<file path="src/rtl/btn_led_pkg.sv">
// Shared constants and helpers for the multi-channel button/LED front end.
package btn_led_pkg;

  localparam logic MODE_TOGGLE    = 1'b0;
  localparam logic MODE_MOMENTARY = 1'b1;

  localparam int DEBOUNCE_CYCLES_DEFAULT = 12000;

  // Maps a raw pin level to the internal "pressed" sense (1 = pressed).
  function automatic logic pressed_level(input logic pin, input logic active_low);
    return active_low ? ~pin : pin;
  endfunction

endpackage

</file>
<file path="src/rtl/btn_debounce.sv">
// One button channel: two-flop synchroniser, stable-count debouncer and press detect.
// level_next_o exposes the value stable takes on the coming edge so LED logic can track it without lag.
module btn_debounce
  import btn_led_pkg::*;
#(
  parameter int DEBOUNCE_CYCLES = DEBOUNCE_CYCLES_DEFAULT
) (
  input  logic clk,
  input  logic rst_n,
  input  logic btn_i,
  output logic level_o,
  output logic level_next_o,
  output logic rise_o
);

  localparam int CNT_W = (DEBOUNCE_CYCLES < 1) ? 1 : $clog2(DEBOUNCE_CYCLES + 1);
  localparam logic [CNT_W-1:0] CNT_LAST = CNT_W'(DEBOUNCE_CYCLES - 1);

  logic [1:0]       sync_r;
  logic             stable_r;
  logic [CNT_W-1:0] cnt_r;
  logic             rise_r;

  logic             stable_next_s;
  logic [CNT_W-1:0] cnt_next_s;
  logic             rise_next_s;

  // Debounce next-state: accept a new level only after a full run of mismatching cycles.
  always_comb begin
    stable_next_s = stable_r;
    cnt_next_s    = cnt_r;
    if (sync_r[1] == stable_r) begin
      cnt_next_s = {CNT_W{1'b0}};
    end else if (cnt_r == CNT_LAST) begin
      stable_next_s = sync_r[1];
      cnt_next_s    = {CNT_W{1'b0}};
    end else begin
      cnt_next_s = cnt_r + CNT_W'(1);
    end
    rise_next_s = ~stable_r & stable_next_s;
  end

  // Synchroniser, debounce state and registered press pulse.
  always_ff @(posedge clk or negedge rst_n) begin
    if (!rst_n) begin
      sync_r   <= 2'b00;
      stable_r <= 1'b0;
      cnt_r    <= {CNT_W{1'b0}};
      rise_r   <= 1'b0;
    end else begin
      sync_r   <= {sync_r[0], btn_i};
      stable_r <= stable_next_s;
      cnt_r    <= cnt_next_s;
      rise_r   <= rise_next_s;
    end
  end

  assign level_o      = stable_r;
  assign level_next_o = stable_next_s;
  assign rise_o       = rise_r;

endmodule

</file>
<file path="src/rtl/btn_led_debounce.sv">
// Multi-channel button front end: polarity fix, per-channel debounce, and
// LED toggle/momentary control with a registered one-cycle press pulse.
module btn_led_debounce
  import btn_led_pkg::*;
#(
  parameter int N_CH            = 4,
  parameter int DEBOUNCE_CYCLES = DEBOUNCE_CYCLES_DEFAULT,
  parameter bit BTN_ACTIVE_LOW  = 1'b0
) (
  input  logic            clk,
  input  logic            rst_n,
  input  logic [N_CH-1:0] btn_i,
  input  logic [N_CH-1:0] mode_i,
  output logic [N_CH-1:0] led_o,
  output logic [N_CH-1:0] press_o
);

  logic [N_CH-1:0] btn_pol_s;
  logic [N_CH-1:0] level_s;
  logic [N_CH-1:0] level_next_s;
  logic [N_CH-1:0] rise_s;
  logic [N_CH-1:0] led_next_s;
  logic [N_CH-1:0] led_r;

  // Bring every pin to the "1 = pressed" sense.
  always_comb begin
    btn_pol_s = {N_CH{1'b0}};
    for (int ch = 0; ch < N_CH; ch++) begin
      btn_pol_s[ch] = pressed_level(btn_i[ch], BTN_ACTIVE_LOW);
    end
  end

  for (genvar g = 0; g < N_CH; g++) begin : g_ch
    btn_debounce #(
      .DEBOUNCE_CYCLES(DEBOUNCE_CYCLES)
    ) u_deb (
      .clk         (clk),
      .rst_n       (rst_n),
      .btn_i       (btn_pol_s[g]),
      .level_o     (level_s[g]),
      .level_next_o(level_next_s[g]),
      .rise_o      (rise_s[g])
    );
  end

  // LED next state: a press edge is the stable level rising on this very edge.
  always_comb begin
    led_next_s = led_r;
    for (int ch = 0; ch < N_CH; ch++) begin
      if (mode_i[ch] == MODE_MOMENTARY) begin
        led_next_s[ch] = level_next_s[ch];
      end else if (~level_s[ch] & level_next_s[ch]) begin
        led_next_s[ch] = ~led_r[ch];
      end else begin
        led_next_s[ch] = led_r[ch];
      end
    end
  end

  // LED register.
  always_ff @(posedge clk or negedge rst_n) begin
    if (!rst_n) begin
      led_r <= {N_CH{1'b0}};
    end else begin
      led_r <= led_next_s;
    end
  end

  assign led_o   = led_r;
  assign press_o = rise_s;

endmodule

</file>
<file path="config.mk">
export PLATFORM = sky130hd
export DESIGN_NAME = btn_led_debounce
export DESIGN_NICKNAME = d
export VERILOG_FILES = /design/src/rtl/btn_led_pkg.sv /design/src/rtl/btn_debounce.sv /design/src/rtl/btn_led_debounce.sv
export SDC_FILE = /design/constraint.sdc
export NUM_CORES = 1
export LEC_CHECK = 0
export BUFFER_PORTS_ARGS = -buffer_cell sky130_fd_sc_hd__buf_2
export CAP_MARGIN = 15
export CORE_UTILIZATION = 49
export CTS_CLUSTER_SIZE = 12
export DETAILED_ROUTE_END_ITERATION = 12
export PLACE_DENSITY = 0.62
export SLEW_MARGIN = 20
export SYNTH_ARGS = -nofsm -noshare
export SYNTH_HDL_FRONTEND = slang
export SYNTH_SLANG_ARGS = --single-unit
</file>
<file path="constraint.sdc">
create_clock -name clk -period 4.2 [get_ports clk]
set_input_delay 0.21 -clock clk [delete_from_list [all_inputs] [get_ports clk]]
set_output_delay 0.21 -clock clk [all_outputs]
set_load 0.03 [all_outputs]
</file>
* After elaboration in Yosys (flattened, before gate mapping)
Cells that the tools add are included.
** Word-level totals
- Register bits after elaboration :: 76
- Output and inout port bits :: 8
- Logic and storage cells :: 72
** Cells by class
- Add/sub/neg operators :: 4
- Equal/unequal tests :: 8
- Multiplexer cells :: 24
- Bitwise gates (word level) :: 12
- Reductions and logical operators :: 4
** Operators with widths (count)
- $mux W14 :: 8
- $add A14 B1 Y14 const B :: 4
- $eq A14 B14 Y1 const B :: 4
- $mux W1 :: 16
- $not A1 Y1 :: 8
- $reduce_bool A2 Y1 :: 4
- $and A1 B1 Y1 :: 4
- $eq A1 B1 Y1 :: 4

* Logic depth before layout (Yosys ltp)
- Depth in word-level cells :: 6
- Mapped depth :: 7

* Cells and area by module
Synthesis repeated with hierarchy kept, for this count alone.
** Unflattened totals
- Cell total of the unflattened synthesis :: 327
- Area total of the unflattened synthesis :: 3638.5 um^2
** Modules (own cells, without submodules)
- btn_debounce (g_ch[0].u_deb ...) :: instances 3, cells an instance 75, area each 845.8 um^2, sequential area each 450.4 um^2
- btn_debounce (g_ch[1].u_deb) :: instances 1, cells an instance 78, area each 850.8 um^2, sequential area each 450.4 um^2
- btn_led_debounce :: instances 1, cells an instance 24, area each 250.2 um^2, sequential area each 100.1 um^2

* Least setup slack after synthesis
No wires, ideal clock.
- Kind :: register -> register
- Start :: register g_ch[0].u_deb.cnt_r[5]
- End :: register led_r[0], in the netlist led_o[0]
- Arrival time :: 1851 ps
- Required time :: 4074 ps
- Path slack :: 2223 ps
- Stages on the path, launching flop included :: 7
- Period minus slack after synthesis :: 1977 ps
- Path through :: dfrtp_1 > buf_6 > or4b_1 > or4_1 > buf_4 > nor4_4 > o21ai_1
** On the way
- Cells in the longest elaborated chain, start to end :: 5
- Elaborated cells on any way between the ends :: 6
- Classes of those cells :: 1 x eq/ne; 3 x mux; 1 x bitwise; 1 x reduce/logical
** RTL lines
- start: declaration :: RTL line btn_debounce.sv:21 : logic [CNT_W-1:0] cnt_r;
- start signal: assignment :: RTL line btn_debounce.sv:48 : cnt_r <= {CNT_W{1'b0}};
- start signal: assignment :: RTL line btn_debounce.sv:53 : cnt_r <= cnt_next_s;
- $eq A14 B14 Y1 * :: RTL line btn_debounce.sv:34 : end else if (cnt_r == CNT_LAST) begin
- $mux W1 * :: RTL line btn_debounce.sv:34
- $mux W1 * :: RTL line btn_debounce.sv:32 : if (sync_r[1] == stable_r) begin
- $and A1 B1 Y1 :: RTL line btn_led_debounce.sv:52 : end else if (~level_s[ch] & level_next_s[ch]) begin
- $reduce_bool A2 Y1 (no source line)
- end signal: assignment :: RTL line btn_led_debounce.sv:63 : led_r <= {N_CH{1'b0}};
- end signal: assignment :: RTL line btn_led_debounce.sv:65 : led_r <= led_next_s;
- end: declaration :: RTL line btn_led_debounce.sv:23 : logic [N_CH-1:0] led_r;
Mark *: on every way between the ends. The rest lies on a longest branch, timed or not.
A chain may end at the register's enable or synchronous reset.

* Final worst setup path
- Start :: register g_ch[3].u_deb.cnt_r[12]
- End :: register g_ch[3].u_deb.cnt_r[12]
** On the way
- Cells in the longest elaborated chain, start to end :: 3
- Elaborated cells on any way between the ends :: 4
- Classes of those cells :: 1 x add/sub; 1 x eq/ne; 2 x mux
** RTL lines
- start: declaration :: RTL line btn_debounce.sv:21
- start signal: assignment :: RTL line btn_debounce.sv:48
- start signal: assignment :: RTL line btn_debounce.sv:53
- $add A14 B1 Y14 / $eq A14 B14 Y1 (equally long branches) :: RTL line btn_debounce.sv:38, btn_debounce.sv:34
- $mux W14 * :: RTL line btn_debounce.sv:34
- $mux W14 * :: RTL line btn_debounce.sv:32
- named net g_ch[3].u_deb.cnt_next_s[12] :: RTL line btn_debounce.sv:25 : logic [CNT_W-1:0] cnt_next_s;
Mark *: on every way through the listed nets, which the timed path passes. The rest lies on a longest branch.

==> summary.md <==
| Metric | Value |
|---|---|
| Vias | `2581` |
| Avg Inst Size Synth | `10.16 sq um` |
| WP data required | `4.41 ns` |
| Slew headroom | `between 30% and 40%` |
| Ys async rst share | `100.0%` |
| RSZ-0062 raised after global routing | `no` |
| Max-cap violations | `0` |
| Worst r2r path cells | `4` |
| RR Endpoint | `g_ch[3].u_deb.cnt_r[12]` |
| Share of the synthesized area in the top cell type | `52.16%` |
| Reg2reg start | `g_ch[3].u_deb.cnt_r[12]` |
| Via/cell ratio | `5.377` |
| Total track usage | `19.27%` |
| Final Power | `~1.4 mW` |
| Clock Skew | `0.008201 ns` |
| Layout cells sized above 1 | `9.974%` |
| Setup crit start kind | `flip-flop` |
| Slowest-stage cell, CP | `or4b_2` |
| Total grt overflow | `0` |
| # diodes | `0` |
| Rows | `31` |
| CTS sink cnt | `76` |
| Yosys reg bits | `76` |
| Levels on crit path | `4` |
| Global-route wire length before repair | `roughly 12000 um` |
| Top_reg_cell synth | `dfrtp_1` |
| Core Box Area | `7214 sq um` |
| Initial cell density of the core | `about half` |
| Power density over the cells | `roughly 360 nW/um^2` |
| Crit path to | `g_ch[3].u_deb.cnt_r[12]` |
| Max FO, Critical Path | `14` |
| Final Slew Violations | `0` |
| CTS tree | `done` |
| H-tree Lvls | `3` |
| Post-route setup TNS | `0 ns` |
| Hpwl dp | `4187 um` |
| Worst-Skew Late Latency | `between 0.3 and 0.4 ns` |
| Peak supply drop | `0.1897 mV` |
| Die X | `88.26 um` |
| Largest area contributor in the netlist | `dfrtp_1` |
| Fin crit period | `about 2.2 ns` |
| Number of global-route vias before repair | `between 2000 and 3000` |
| Number of buffers created by CTS | `9` |
| Clock transition at path regs | `~0.08 ns` |
| Residual DRC | `0` |
| Buf/Inv on CP | `0` |
| Mapped Nets | `377` |
| Longest Clk Path Bufs | `2` |
| Avg WL per Cell | `~13 um` |
| Sequential area share after synthesis | `52.16%` |
| Largest delay share family, worst path | `simple AND/OR/NAND/NOR gates` |
| # Post-CTS Setup Buffers | `0` |
| Status | `finished, final reports clean` |
| Synth warn | `0` |
| Post-synth EDFFs | `0` |
| Setup violators final | `0` |
| Lkg Pwr | `1.792 nW` |
| RD Place Congestion | `approximately 0.8` |
| Top achievable clock speed | `463.6 MHz` |
| First-pass detailed-route iteration total | `4` |
| Critical path class | `reg -> reg` |
| Netlist Area Pre-Place | `3646 sq um` |
| Distinct cells, synth | `44` |
| Critical path capture point type | `flip-flop` |
| Routed wire length | `6415 um` |
| R2R setup slack | `about 2.0 ns` |
| Final hold viol count | `0` |
| # IOs | `18` |
| Worst-Margin Slew | `0.9217 ns` |
| Root Buffer | `clkbuf_8` |
| Fin nets | `a little under 400` |
| HP Class | `in -> async` |
| Final worst path period share | `51.36%` |
| Area Growth Syn to Fin | `10.64%` |
| Worst Setup SP | `g_ch[3].u_deb.cnt_r[12]` |
| Pin count of the biggest net entering global routing | `77` |
| Die area | `7790 sq um` |
| Arrival time worst endpoint | `2.37 ns` |
| Initial DRC count | `100` |
| Die Ht | `88.26 um` |
| Initial antenna violation count | `0` |
| Total of fill cells in the finished design | `~660` |
| Top post-synthesis cells by area | `dfrtp_1 52%, xor2_1 7.4%, nor2_1 6.1%, nand3_1 4.5%, xnor2_1 4.3%` |
| Routed Antenna Nets | `0` |
| Port bufs | `17` |
| Worst-path cell chain | `or4b_2 > nor4_2 > nand2b_1 > nor2_1` |
| Max incr delay on CP | `0.68 ns` |
| Mapped Cells | `approximately 360` |
## layout by cell type (no fill, tap or decap), types with 3 or more instances in the layout
cell and instances:
clkbuf_8 11, inv_1 11, or3_1 3, o21ai_0 4, and4_1 6, nor4_1 8, ha_1 8, nor3_1 6
dlygate4sd3_1 4, and3_1 12, nand4_1 16, xnor2_1 18, nand2_1 19, a21oi_1 4, xor2_1 31, dfrtp_1 76
buf_2 16, nand3_1 33, nor2_1 59
## synth_stat cells, types with 3 or more instances
cell	number
buf_4	5
o21ai_0	4
clkbuf_1	6
nor3_1	6
a21oi_1	4
xnor2_1	18
and4_1	6
nor4_1	8
and3_1	12
inv_1	11
nand4_1	16
nor2_1	59
nand3_1	33
ha_1	8
or3_1	3
xor2_1	31
dfrtp_1	76
nand2_1	19
## power breakdown
part	internal [mW]	switching [mW]
registers	0.744	0.0147
clock network	0.363	0.261
logic	0.0184	0.0364
total	1.13	0.312
## registers in the layout, summed over array words and instances (netlist names)
register and count:
led_o 4, g_ch.u_deb.sync_r 8, g_ch.u_deb.level_o 4, g_ch.u_deb.rise_o 4, g_ch.u_deb.cnt_r 56
## metal layers
layer / wire [um] / part of all wire [%] / GRT usage [%]
met5: 0 / 0 / 0
met4: 140 / 2.2 / 10.12
met3: 146 / 2.3 / 3.451
met2: 2911 / 45 / 29.65
met1: 3217 / 50 / 26.10
## cells by family after synthesis
| family | count (synthesis) | share of synthesized area, % |
|---|---|---|
| adders and majority gates | 8 | 2.745 |
| buffers and inverters | 25 | 3.535 |
| and+or+nand+nor | 182 | 26.32 |
| AOI/OAI and AO/OA | 18 | 3.192 |
| xor gates and xnor gates | 49 | 11.77 |
| muxes | 1 | 0.2745 |
| DFF | 76 | 52.16 |
## how the worst min path moves through the flow
stage               depth (start not counted)                 endpoint  startpoint
CTS                                         1  g_ch[0].u_deb.cnt_r[13]       rst_n
finish                                      1  g_ch[0].u_deb.cnt_r[13]       rst_n
floorplan                                   0   g_ch[0].u_deb.cnt_r[0]       rst_n
global route                                1                 led_o[0]       rst_n
global placement                            1  g_ch[1].u_deb.sync_r[0]    btn_i[1]
detailed placement                          1  g_ch[3].u_deb.sync_r[0]    btn_i[3]
## layout make-up
class,count,area (sq um),share of cell area (%)
multi-input combinational,258,1615,40.04
clock buffer,11,151.4,3.753
inverter,11,41.29,1.024
timing repair buffer,21,127.6,3.164
tap,99,123.9,3.071
sequential,76,1902,47.15
clock inverter,4,72.57,1.799
## worst reg2reg max path, delay by kind of cell (launching register included)
kind             cells  cell delay [ns]
and+or+nand+nor      4             1.62
DFF                  1             0.40
## repair_timing
item / in CTS / in global routing
gates resized for setup: 0 / 0
endpoints found under the hold margin: 4 / 0
hold buffers: 4 / 0
## through the flow
step | setup slack (ns) | hold slack, ns | instance area, sq um | utilization, % | instances
after detailed placement | 2.021 | 0.3197 | 3770 | 52.25 | 461
after CTS | 2.011 | 0.04172 | 4034 | 55.91 | 480
after global placement | 2.095 | 0.3178 | 3770 | 52.25 | 461
after floorplan | 2.223 | -0.08559 | 3646 | - | 359
final | 2.043 | 0.002075 | 4034 | 55.91 | 480
after global routing | 1.885 | 0.09662 | 4034 | 55.91 | 480
Note: power is estimated with default switching activity, not from simulation.
